==> src/rtl/poly_inverse_solver.sv <==
// Brute-force inverter for F(x,y,z) = 5x^2+8x-4y^2+3y+6z^2-2z+13 over x,y,z in 0..15.
// Optional POLY_SOLVER_COUNT_EN: full scan with a total match count on match_count.
module poly_inverse_solver (
    input  logic        clk,
    input  logic        rst,
    input  logic        start,
    input  logic [18:0] target,
    output logic        busy,
    output logic        done,
    output logic        found,
    output logic [3:0]  out0,
    output logic [3:0]  out1,
    output logic [3:0]  out2
`ifdef POLY_SOLVER_COUNT_EN
    ,
    output logic [12:0] match_count
`endif
);

    // state  | meaning
    // IDLE   | waiting for start; results from the last search are held
    // SEARCH | one candidate {x,y,z} = idx compared per clock
    // DONE   | one-cycle completion, done is high
    typedef enum logic [1:0] {IDLE, SEARCH, DONE} state_t;

    state_t state, state_next;

    logic [11:0]        idx;
    logic [18:0]        target_q;
    logic signed [13:0] xs, ys, zs, f_val;
    logic [18:0]        f_ext;
    logic               is_match;
    logic               last;

    assign xs = {10'd0, idx[11:8]};
    assign ys = {10'd0, idx[7:4]};
    assign zs = {10'd0, idx[3:0]};

    // 14 signed bits comfortably hold -842..2578 and every intermediate product
    assign f_val = 14'sd5 * xs * xs + 14'sd8 * xs
                 - 14'sd4 * ys * ys + 14'sd3 * ys
                 + 14'sd6 * zs * zs - 14'sd2 * zs + 14'sd13;
    assign f_ext    = {{5{f_val[13]}}, f_val};
    assign is_match = (f_ext == target_q);
    assign last     = (idx == 12'hFFF);
    assign busy     = (state == SEARCH) || (state == DONE);

    always_ff @(posedge clk or negedge rst) begin
        if (!rst) state <= IDLE;
        else      state <= state_next;
    end

    always_comb begin
        state_next = state;
        case (state)
            IDLE:   if (start) state_next = SEARCH;
`ifdef POLY_SOLVER_COUNT_EN
            SEARCH: if (last) state_next = DONE;
`else
            SEARCH: if (is_match || last) state_next = DONE;
`endif
            DONE:   state_next = IDLE;
            default: state_next = IDLE;
        endcase
    end

    always_ff @(posedge clk or negedge rst) begin
        if (!rst) begin
            idx      <= 12'd0;
            target_q <= 19'd0;
            done     <= 1'b0;
            found    <= 1'b0;
            out0     <= 4'd0;
            out1     <= 4'd0;
            out2     <= 4'd0;
`ifdef POLY_SOLVER_COUNT_EN
            match_count <= 13'd0;
`endif
        end else begin
            done <= 1'b0;
            case (state)
                IDLE: begin
                    if (start) begin
                        target_q <= target;
                        idx      <= 12'd0;
                        found    <= 1'b0;
                        out0     <= 4'd0;
                        out1     <= 4'd0;
                        out2     <= 4'd0;
`ifdef POLY_SOLVER_COUNT_EN
                        match_count <= 13'd0;
`endif
                    end
                end
                SEARCH: begin
                    if (!last) idx <= idx + 12'd1;
`ifdef POLY_SOLVER_COUNT_EN
                    if (is_match) begin
                        match_count <= match_count + 13'd1;
                        // only the first (lowest-index) match is reported
                        if (!found) begin
                            found <= 1'b1;
                            out0  <= idx[11:8];
                            out1  <= idx[7:4];
                            out2  <= idx[3:0];
                        end
                    end
                    done <= last;
`else
                    if (is_match) begin
                        found <= 1'b1;
                        out0  <= idx[11:8];
                        out1  <= idx[7:4];
                        out2  <= idx[3:0];
                        done  <= 1'b1;
                    end else if (last) begin
                        done <= 1'b1;
                    end
`endif
                end
                default: ;
            endcase
        end
    end

endmodule

==> config.mk <==
export PLATFORM = sky130hd
export DESIGN_NAME = poly_inverse_solver
export DESIGN_NICKNAME = d
export VERILOG_FILES = /design/src/rtl/poly_inverse_solver.sv
export SDC_FILE = /design/constraint.sdc
export NUM_CORES = 1
export LEC_CHECK = 0
export ABC_AREA = 1
export BUFFER_PORTS_ARGS = -buffer_cell sky130_fd_sc_hd__buf_2
export CORE_UTILIZATION = 65
export DETAILED_ROUTE_END_ITERATION = 10
export GPL_TIMING_DRIVEN = 1
export PLACE_DENSITY = 0.85
export SLEW_MARGIN = 20
export SYNTH_ARGS = -nofsm -noshare
export SYNTH_HDL_FRONTEND = slang
export SYNTH_SLANG_ARGS = --single-unit
==> constraint.sdc <==
create_clock -name clk -period 21.3 [get_ports clk]
set_clock_uncertainty 0.05 [all_clocks]
set_input_delay 1.065 -clock clk [delete_from_list [all_inputs] [get_ports clk]]
set_output_delay 1.065 -clock clk [all_outputs]
set_load 0.05 [all_outputs]
Word level (Yosys, flattened, before mapping)
Cells that the tools add are included.

Bits in registers: 47. Output and inout port bits: 15. RAM bits: 0. Input port bits: 22. Memories kept: 0. Logic and storage cells: 56. Bits in latches: 0. Memory bits (read-only): 0.

$mul: 6. Shift operators: 0. $add $sub $neg: 7. Bitwise operators: 0. Equal/unequal tests: 8. Divide/modulo/power cells: 0. Order comparisons: 0. Reductions and logical operators: 8. Muxes and demuxes: 19.

Operators by type and width (number): $mux W12 (2); $pmux W12 S2 (1); $pmux W4 S2 (3); $eq A19 B19 Y1 (1); $mux W4 (4); $add A13 B7 Y14 (1); $add A14 B12 Y14 (1); $add A14 B5 Y14 const B (1); $sub A14 B6 Y14 (1); $sub A12 B10 Y13 (1); $add A11 B7 Y12 (1); $add A12 B1 Y12 const B (1); $eq A12 B12 Y1 const B (1); $mul A2 B4 Y6 const A (2); $mul A7 B4 Y11 (1); $mul A6 B4 Y10 (1); $mul A4 B4 Y8 (1); $mul A3 B4 Y7 const A (1); $ne A2 B2 Y1 const B (3); $reduce_and A3 Y1 (2); $mux W1 (5); $mux W2 (2); $pmux W2 S2 (1); $reduce_and A2 Y1 (2); 7 further kinds (8).

Depth between registers and ports, before layout
Gate-level depths: netlist of run 1.

Depth after elaboration: 12. Depth in mapped cells: 42. Gate-level depth less buffers: 41.

Worst setup path after synthesis of run 1
OpenSTA, ideal clock, no wires.

Path kind: reg2reg. Start: register idx[11]. End: register found. Required time: 21131 ps. Stages on the path, launching flop included: 40. Path buffers: 1. Setup slack: 14373 ps. Arrival time: 6758 ps. Clock period less this slack: 6927 ps. Library setup time: 119 ps. Path through: dfrtp_1 -> ha_1 -> ha_1 -> inv_1 -> fa_1 -> ha_1 -> inv_1 -> nand2_1 -> fa_1 -> fa_1 -> fa_1 -> inv_1 -> ha_1 -> a21oi_1 -> nand2_1 -> a21oi_1 -> o21bai_1 -> a21o_1 -> [... 4 more ...] -> fa_1 -> inv_1 -> ha_1 -> nand2_1 -> inv_2 -> a21oi_2 -> nand3_1 -> nand2_1 -> nand3_1 -> nand2_1 -> inv_1 -> nor2_2 -> nand2_2 -> nand2_2 -> nand2_4 -> buf_6 -> nand2_2 -> o21ai_2.

Longest elaborated chain between the ends: 11.

RTL lines: start: declaration (RTL line 28) `logic [11:0] idx;`; start signal: assignment (RTL line 96) `if (!last) idx <= idx + 12'd1;`; $mul A3 B4 Y7 (RTL line 40) `assign f_val = 14'sd5 * xs * xs + 14'sd8 * xs`; $mul A7 B4 Y11 (RTL line 40); $add A11 B7 Y12 (*) (RTL line 40); $sub A12 B10 Y13 (*) (RTL line 41) `- 14'sd4 * ys * ys + 14'sd3 * ys`; $add A13 B7 Y14 (*) (RTL line 41); $add A14 B12 Y14 (*) (RTL line 42) `+ 14'sd6 * zs * zs - 14'sd2 * zs + 14'sd13;`; $sub A14 B6 Y14 (*) (RTL line 42); $add A14 B5 Y14 (*) (RTL line 42); $eq A19 B19 Y1 (*) (RTL line 44) `assign is_match = (f_ext == target_q);`; $ne A2 B2 Y1 (no line) (*); $reduce_and A3 Y1 (no line) (*); end signal: assignment (RTL line 72) `found <= 1'b0;`; end signal: assignment (RTL line 86) `found <= 1'b0;`; end signal: assignment (RTL line 111) `found <= 1'b1;`; end: declaration (RTL line 10) `output logic found,`.

Mark *: on every way between the ends. The rest lies on a longest branch, timed or not. A chain may end at the register's enable or synchronous reset.

Final worst setup path of run 1
Start: register idx[9]. End: register out0[1].

Longest elaborated chain between the ends: 11. Elaborated cells on any way between the ends: 13. Those cells by class: 6 x add/sub; 2 x mul; 2 x eq/ne; 2 x mux; 1 x reduce/logical.

RTL lines: $mul A3 B4 Y7 (RTL line 40); $mul A7 B4 Y11 (RTL line 40); $add A11 B7 Y12 (RTL line 40); $sub A12 B10 Y13 (RTL line 41); $add A13 B7 Y14 (RTL line 41); $add A14 B12 Y14 (RTL line 42); $sub A14 B6 Y14 (RTL line 42); $add A14 B5 Y14 (RTL line 42); $eq A19 B19 Y1 (RTL line 44); $ne A2 B2 Y1 (no line); $reduce_and A3 Y1 (no line); end signal: assignment (RTL line 112) `out0 <= idx[11:8];`; end: declaration (RTL line 11) `output logic [3:0] out0,`.

Parallel ways exist; a longest one is shown, timed or not. The select of a mux whose other input is x is not followed.

==> results of run 1 <==
## path summary, 6_finish.rpt
kind | endpoint | startpoint
setup / recovery | out0[1] | idx[9]
hold / removal | out1[1] | out1[1]
setup reg to reg | out0[1] | idx[9]
hold reg to reg | out1[1] | out1[1]
max in group asynchronous | target_q[7] | rst
min in group asynchronous | out0[2] | rst
## cells in the mapped netlist (all sizes together), types with 4 or more instances
master / count / area share (%)
a21o: 4 / 0.52
nor3: 6 / 0.52
inv: 149 / 9.7
nand4: 7 / 0.76
xnor2: 11 / 1.7
nand2: 201 / 14
a21oi: 34 / 3.1
or2: 4 / 0.43
buf: 6 / 0.76
nand3b: 4 / 0.52
fa: 42 / 15
xor2: 19 / 2.9
o21ai: 28 / 3.3
nor2: 42 / 2.9
nand3: 29 / 2.5
ha: 96 / 21
clkbuf: 4 / 0.26
dfrtp: 47 / 20
## flip-flops by register name, summed over array words and instances (netlist names)
register / flops
out1: 4
idx: 12
out2: 4
target_q: 19
found: 1
out0: 4
done: 1
state: 2
## logic make-up after synthesis
| group | synth area share [%] |
|---|---|
| simple gates | 21.4 |
| fa+ha+maj | 35.4 |
| xor+xnor | 4.55 |
| flops | 20.4 |
| compound gates | 7.59 |
| buf+inv | 10.7 |
## per-stage QoR
step	area, sq um	hold slack, ns	setup WS [ns]	cells	utilization [%]
floorplan	5770	0.392	14.37	739	-
global placement	6030	0.405	13.91	873	69.5
detailed placement	6030	0.414	13.65	873	69.5
CTS	6120	0.437	13.58	881	70.6
global route	6130	0.472	13.10	881	70.6
finish	6130	0.436	13.58	881	70.6
## worst register-to-register path: cells and delay by family, from the launching register on
| kind | cells | cell delay [ns] |
|---|---|---|
| adders and majority gates | 11 | 4.08 |
| and+or+nand+nor | 13 | 1.42 |
| AOI/OAI and AO/OA | 7 | 0.97 |
| DFF | 1 | 0.53 |
| buffers and inverters | 6 | 0.32 |
| xor gates and xnor gates | 1 | 0.27 |
## where the power goes
part / switching [mW] / leakage (nW) / total, mW / internal (mW)
sequential: 0.0273 / 0.617 / 0.143 / 0.116
clock: 0.0335 / 0.0516 / 0.0601 / 0.0266
combinational: 0.462 / 2.80 / 0.735 / 0.272
total: 0.523 / 3.47 / 0.938 / 0.414
## cell type report
class / count / area [sq um]
repair buffers: 36 / 183
flip-flops and latches: 47 / 1180
well taps: 108 / 135
fillers: 718 / 2550
inverters: 149 / 559
clock buffers: 6 / 82.6
clock inverters: 2 / 13.8
multi-input cells: 533 / 3980
## routing by layer
| layer | vias up | wire length, um |
|---|---|---|
| met3 | 14 | 436 |
| met1 | 2203 | 5310 |
| li1 | 2350 | - |
| met2 | 95 | 5660 |
| met5 | - | 0 |
| met4 | 0 | 223 |
==> results.toml, run 1 <==
[finish]
area_delta_synth_final_pct = 6.16
diodes = 0
nNetsFinal = 932
most-common-layout-cells = "nand2_1, inv_1, ha_1"
final_common_cell = "nand2_1"
drive_above_1_share_pct = 10.9

[sta]
finalSetupViolations = 0
worst_pin_slew_ns = 0.743
min_period_over_period_pct = 36.2
hold_violations = 0
max_freq_mhz = 130
slew_violations = 0
fin_crit_ns = 7.72
setup_tns_ns = 0
slew_headroom_pct = 50.4
rsz0062_at_grt = "false"

[setup_path]
crit_type = "reg -> reg"
cpMaxStageDelayCell = "fa_1"
cp-end-kind = "flop"
crit_family = "adder cells"
reg2reg_depth = 38
cp.depth = 38
path_max_fanout = 26
arrival_ns = 7.87
worst-path-buf-inv = 6
r2r_setup_slack_ns = 13.58
critPathMaxStageDelay_ns = 0.56
path_common_cell = "nand2_1"
cp.required_ns = 21.45
startpoint_type = "flop"

[global_route]
grtUsageMet3_pct = 3.32
antenna_found_initial = 0
grt_overflow = 0
grtUsageMet1_pct = 35.9
grt_busiest_layer = "met2"
grt_pass1_wl_um = 19600
grt_pass1_vias = 4517
grt_max_degree = 48
track_usage_pct = 27.4
grtUsageMet2_pct = 47.3

[floorplanning]
initial_core_util_pct = 66.5
die_x_um = 96.2
io_pins = 37
fp.dieArea_sq_um = 9260
die_height_um = 96.2
core_sq_um = 8680
rows = 34

[min_path]
holdPathStages = 2
min_path_type = "reg -> reg"

[logic_synthesis]
synth_area_sq_um = 5770
synth_warnings = 0
async_reset_ff_share_pct = 100
synth_nets = 899
ys_types = 33
syn_area_per_cell_sq_um = 7.81
synth-main-ff-cell = "dfrtp_1"
syn_inst = 739
ys_seq_elements = 47
ys_seq_area_share_pct = 20.4
synth_edf_count = 0

[clocking]
cts_buffers = 5
cts_setup_buffers = 0
cts.sinks = 47
clk_pin_slew_ns = 0.09
cts_tree = "done"
cts-resized-gates = 0
root_buffer = "clkbuf_8"
h-tree-depth = 2
max-clock-path-buffers = 2
postCtsHoldBufs = 0
insertion_delay_ns = 0.31

[route]
drt_iter0_drc = 256
vias = 4662
routed_wl_um = 11600
vias_per_cell = 5.29
post_drt_wl_per_cell_um = 13.2
drc_errors = 0
drtPass1Iterations = 5
drtAntennaViolNets = 0

[placed_design]
place_hpwl_um = 9570
gp_congestion = 0.878
numPortBuffers = 36

[power]
p_leak_nw = 3.47
peakVddDrop_uv = 146
p_per_area_nw_per_um2 = 153
p_total_uw = 938

[flow_run]
cap_violations = 0

[status]
run_status = "finished, final reports clean"
(Power assumes the default switching activity.)
==> inputs of run 2 (changes only) <==
- CORE_UTILIZATION: 65 -> 57
- PLACE_DENSITY: 0.85 -> 0.79
- clock period: 21.3 -> 6.8 ns (I/O delays scaled with it)
==> results.toml, run 2 (synthesized netlist as in run 1, its figures left out) <==
[setup_path]
critPathMaxStageDelay_ns = 0.55
reg2reg_depth = 35
arrival_ns = 7.14
path_max_fanout = 7
cpMaxStageDelayCell = "fa_2"
cp.required_ns = 6.97
startpoint_type = "flop"
cp-end-kind = "flop"
crit_type = "reg -> reg"

[placed_design]
dp_cells = 945
gp_congestion = 0.893
place_hpwl_um = 10400
numPortBuffers = 36

[route]
vias = 5029
drt_iter0_drc = 271
drtAntennaViolNets = 0
drtPass1Iterations = 4
vias_per_cell = 5.21
post_drt_wl_per_cell_um = 14.5
routed_wl_um = 14000
drc_errors = 0

[global_route]
track_usage_pct = 27.6
grt_overflow = 0
grtUsageMet2_pct = 47.7
grt_pass1_vias = 5016
grtUsageMet1_pct = 35.9
grtUsageMet3_pct = 2.98
grt_max_degree = 48
grt_busiest_layer = "met2"
grt_pass1_wl_um = 22600
antenna_found_initial = 0

[sta]
setup_tns_ns = -2.19
rsz0062_at_grt = "true"
whs_ns = 0.0460
max_freq_mhz = 143
worst_pin_slew_ns = 0.841
finalSetupViolations = 15
fin_crit_ns = 6.98
slew_violations = 0
slew_headroom_pct = 43.9
hold_violations = 0
setup_ws_ns = -0.176
min_period_over_period_pct = 103

[floorplanning]
io_pins = 37
die_x_um = 103
initial_core_util_pct = 59.1
die_height_um = 103
rows = 36
fp.dieArea_sq_um = 10500
core_sq_um = 9770

[finish]
regArea_sq_um = 1180
nNetsFinal = 991
final_cells = 965
most-common-layout-cells = "nand2_1, inv_1, ha_1"
largest_register = "target_q"
drive_above_1_share_pct = 25.8
reg.largest.list = "target_q: 19 flops, idx: 12 flops"
final_common_cell = "nand2_1"
diodes = 0
fill_cells = 709
area_delta_synth_final_pct = 23.3
multi_input_area_sq_um = 4450
largest_reg_flops = 19

[clocking]
cts.sinks = 47
cts_buffers = 5
postCtsHoldBufs = 0
insertion_delay_ns = 0.32
max-clock-path-buffers = 2
h-tree-depth = 2
root_buffer = "clkbuf_8"
cts_tree = "done"
clk_pin_slew_ns = 0.11

[power]
p_per_area_nw_per_um2 = 512
peakVddDrop_uv = 599
p_total_mw = 3.64
p_leak_nw = 3.87

[min_path]
min_path_type = "in -> async"

[status]
failed_checks = "negative setup slack"
run_status = "complete, but fails checks"

[flow_run]
cap_violations = 0
==> run 2: cell types whose count changed in the layout (fill, tap and decap cells not counted), moves of 9 or more <==
cell	before	now
inv_1	145	135
nand2_4	1	11
ha_4	0	13
ha_1	96	79
nand2_1	189	169
buf_4	1	52
inv_2	4	14
nand2_2	11	20
==> run 2: through the flow <==
stage                     setup WS [ns]  area (sq um)  utilization (%)
after floorplan                  0.0264          5800                -
after global placement           -0.315          6440             65.9
after detailed placement         -0.463          6440             65.9
after CTS                        -0.159          6890             70.5
after global routing             -0.446          7120             72.8
final                            -0.176          7120             72.8
==> run 2: timing repair <==
item,CTS,global route
setup endpoints to repair,16,16
resized for setup,52,40
pin swaps,43,47
buffers inserted,5,4
cloned,3,0
==> run 2: final timing paths <==
path | from | endpoint | slack, ns
worst max-delay path | idx[9] | out2[3] | -0.18
worst min-delay path | rst | out0[0] | 0.05
worst max register to register | idx[9] | out2[3] | -0.18
worst min register to register | state[1] | state[1] | 0.44
max in group asynchronous | rst | target_q[11] | 6.20
min in group clk | target[17] | target_q[17] | 0.16
==> run 2: layout make-up <==
class | count | area share, %
tap | 133 | 2.34
inverter | 149 | 7.86
timing repair buffer | 92 | 8.77
multi-input combinational | 536 | 62.5
clock buffer | 5 | 0.967
clock inverter | 3 | 1.00
sequential | 47 | 16.5
==> run 2: where the power goes <==
group | internal (mW) | total (mW) | switching (mW)
combinational | 1.19 | 2.95 | 1.76
clock | 0.149 | 0.260 | 0.111
sequential | 0.362 | 0.435 | 0.0728
==> run 2: critical path: cells and delay by family, from the launching register on <==
kind	cells	cell delay, ns
XOR/XNOR	1	0.21
adder cells (fa/ha/maj)	10	3.67
AND/OR/NAND/NOR	10	0.99
AO/OA/AOI/OAI	8	1.03
flip-flops	1	0.40
buffers and inverters	6	0.47
==> run 2: layer usage <==
layer / routed length (um) / vias up
met4: 302 / 0
li1: - / 2474
met2: 7070 / 123
met3: 581 / 24
met1: 6020 / 2408
met5: 0 / -
==> inputs of run 3 (changes only) <==
- PLACE_DENSITY: 0.79 -> 0.75
==> results.toml, run 3 (synthesized netlist as in run 1, its figures left out) <==
[placed_design]
gp_congestion = 0.897
place_hpwl_um = 10300
numPortBuffers = 36
placed_area_sq_um = 6520

[sta]
finalSetupViolations = 15
whs_ns = -0.0214
setup_ws_ns = -0.129
fin_crit_ns = 6.93
rsz0062_at_grt = "true"
slew_violations = 0
setup_tns_ns = -1.50
slew_headroom_pct = 45.2
worst_pin_slew_ns = 0.822
hold_violations = 29
min_period_over_period_pct = 102
max_freq_mhz = 144

[floorplanning]
core_sq_um = 9770
die_x_um = 103
fp.dieArea_sq_um = 10500
initial_core_util_pct = 59.1
die_height_um = 103
io_pins = 37
rows = 36

[min_path]
min_path_type = "in -> async"

[route]
drc_errors = 0
drtPass1Iterations = 4
drt_iter0_drc = 197
post_drt_wl_per_cell_um = 13.9
routed_wl_um = 13600
drtAntennaViolNets = 0
vias_per_cell = 5.11
vias = 4977

[setup_path]
crit_type = "reg -> reg"
crit_family = "adder cells"
reg2reg_depth = 32
arrival_ns = 7.10
worst-path-buf-inv = 7
cpMaxStageDelayCell = "fa_1"
worstReg2RegEnd = "out1[1]"
cp.depth = 32
startpoint_type = "flop"
critPathMaxStageDelay_ns = 0.54
r2r_setup_slack_ns = -0.13
critPathLaunch = "idx[10]"
crit_end = "out1[1]"
path_max_fanout = 8
cp-end-kind = "flop"
r2r_start = "idx[10]"
cp.required_ns = 6.97

[global_route]
grt_overflow = 0
grt_max_degree = 48
grt_pass1_wl_um = 22000
grt_pass1_vias = 4884
track_usage_pct = 27.0
antenna_found_initial = 0

[status]
failed_checks = "negative hold slack, negative setup slack"
run_status = "complete, but fails checks"

[finish]
nNetsFinal = 1000
drive_above_1_share_pct = 25.7
reg.largest.list = "target_q: 19 flops, idx: 12 flops"
fin_area_sq_um = 7180
area_delta_synth_final_pct = 24.4
largest_reg_flops = 19
largest_register = "target_q"
fill_cells = 729
diodes = 0
final_common_cell = "nand2_1"
multi_input_area_sq_um = 4500
most-common-layout-cells = "nand2_1, inv_1, ha_1"
regArea_sq_um = 1180

[clocking]
cts.sinks = 47
insertion_delay_ns = 0.32
clk_pin_slew_ns = 0.10
max-clock-path-buffers = 2
cts_tree = "done"
cts_buffers = 5
h-tree-depth = 2
postCtsHoldBufs = 0
root_buffer = "clkbuf_8"

[flow_run]
cap_violations = 0

[power]
peakVddDrop_uv = 416
p_total_mw = 3.63
p_leak_nw = 3.89
p_per_area_nw_per_um2 = 505
run 3: cell types whose count changed in the layout (fill, tap and decap cells not counted), sizes merged:
cell    previous run  this run
clkbuf             5         6
clkinv             0         1
buf               92       101
bufinv             2         0
run 3: repair_timing:
action | 4_1_cts | 5_1_grt
pin swaps | 39 | 48
setup endpoints to repair | 16 | 16
cloned | 3 | 0
gates resized for setup | 55 | 34
setup buffers | 6 | 2
run 3: how the worst min path moves through the flow:
stage                           from            to  slack, ns  cells past startpoint
after floorplan                  rst          done     -0.006                      0
after global placement      state[1]      state[1]       0.41                      2
after detailed placement     out0[2]       out0[2]       0.42                      2
after CTS                 target[14]  target_q[14]       0.16                      3
after global routing             rst       idx[11]       0.03                      1
final                            rst       idx[11]      -0.02                      1
run 3: final cells by class:
class	count	share of cell area [%]
Timing Repair Buffer	101	9.50
Tap cell	133	2.32
Clock inverter	2	0.192
Clock buffer	6	1.15
Multi-Input combinational cell	536	62.7
Inverter	149	7.79
Sequential cell	47	16.4
run 3: where the power goes:
group | internal [mW] | leakage (nW) | switching (mW)
clock | 0.0834 | 0.0516 | 0.106
combinational | 1.26 | 3.23 | 1.75
sequential | 0.363 | 0.617 | 0.0668
run 3: worst register-to-register path, delay by kind of cell (launching register included):
kind | cells | cell delay, ns
buffers and inverters | 7 | 0.62
adders and majority gates | 10 | 4.09
AOI/OAI and AO/OA | 1 | 0.06
DFF | 1 | 0.39
and+or+nand+nor | 14 | 1.62
run 3: per-stage QoR:
stage,util [%],hold WS (ns),cells,worst slack [ns]
finish,73.5,-0.0214,974,-0.129
global route,73.5,0.0326,974,-0.419
CTS,71.1,0.158,972,-0.173
detailed placement,66.7,0.420,955,-0.502
global placement,66.7,0.407,955,-0.389
floorplan,-,-0.00559,739,0.0264
run 3: per-layer routing:
metal	up-vias	routed length, um	track usage [%]
met1	2388	5980	36.7
li1	2494	-	-
met2	84	6890	45.7
met4	0	180	7.91
met3	11	517	2.71
met5	-	0	0
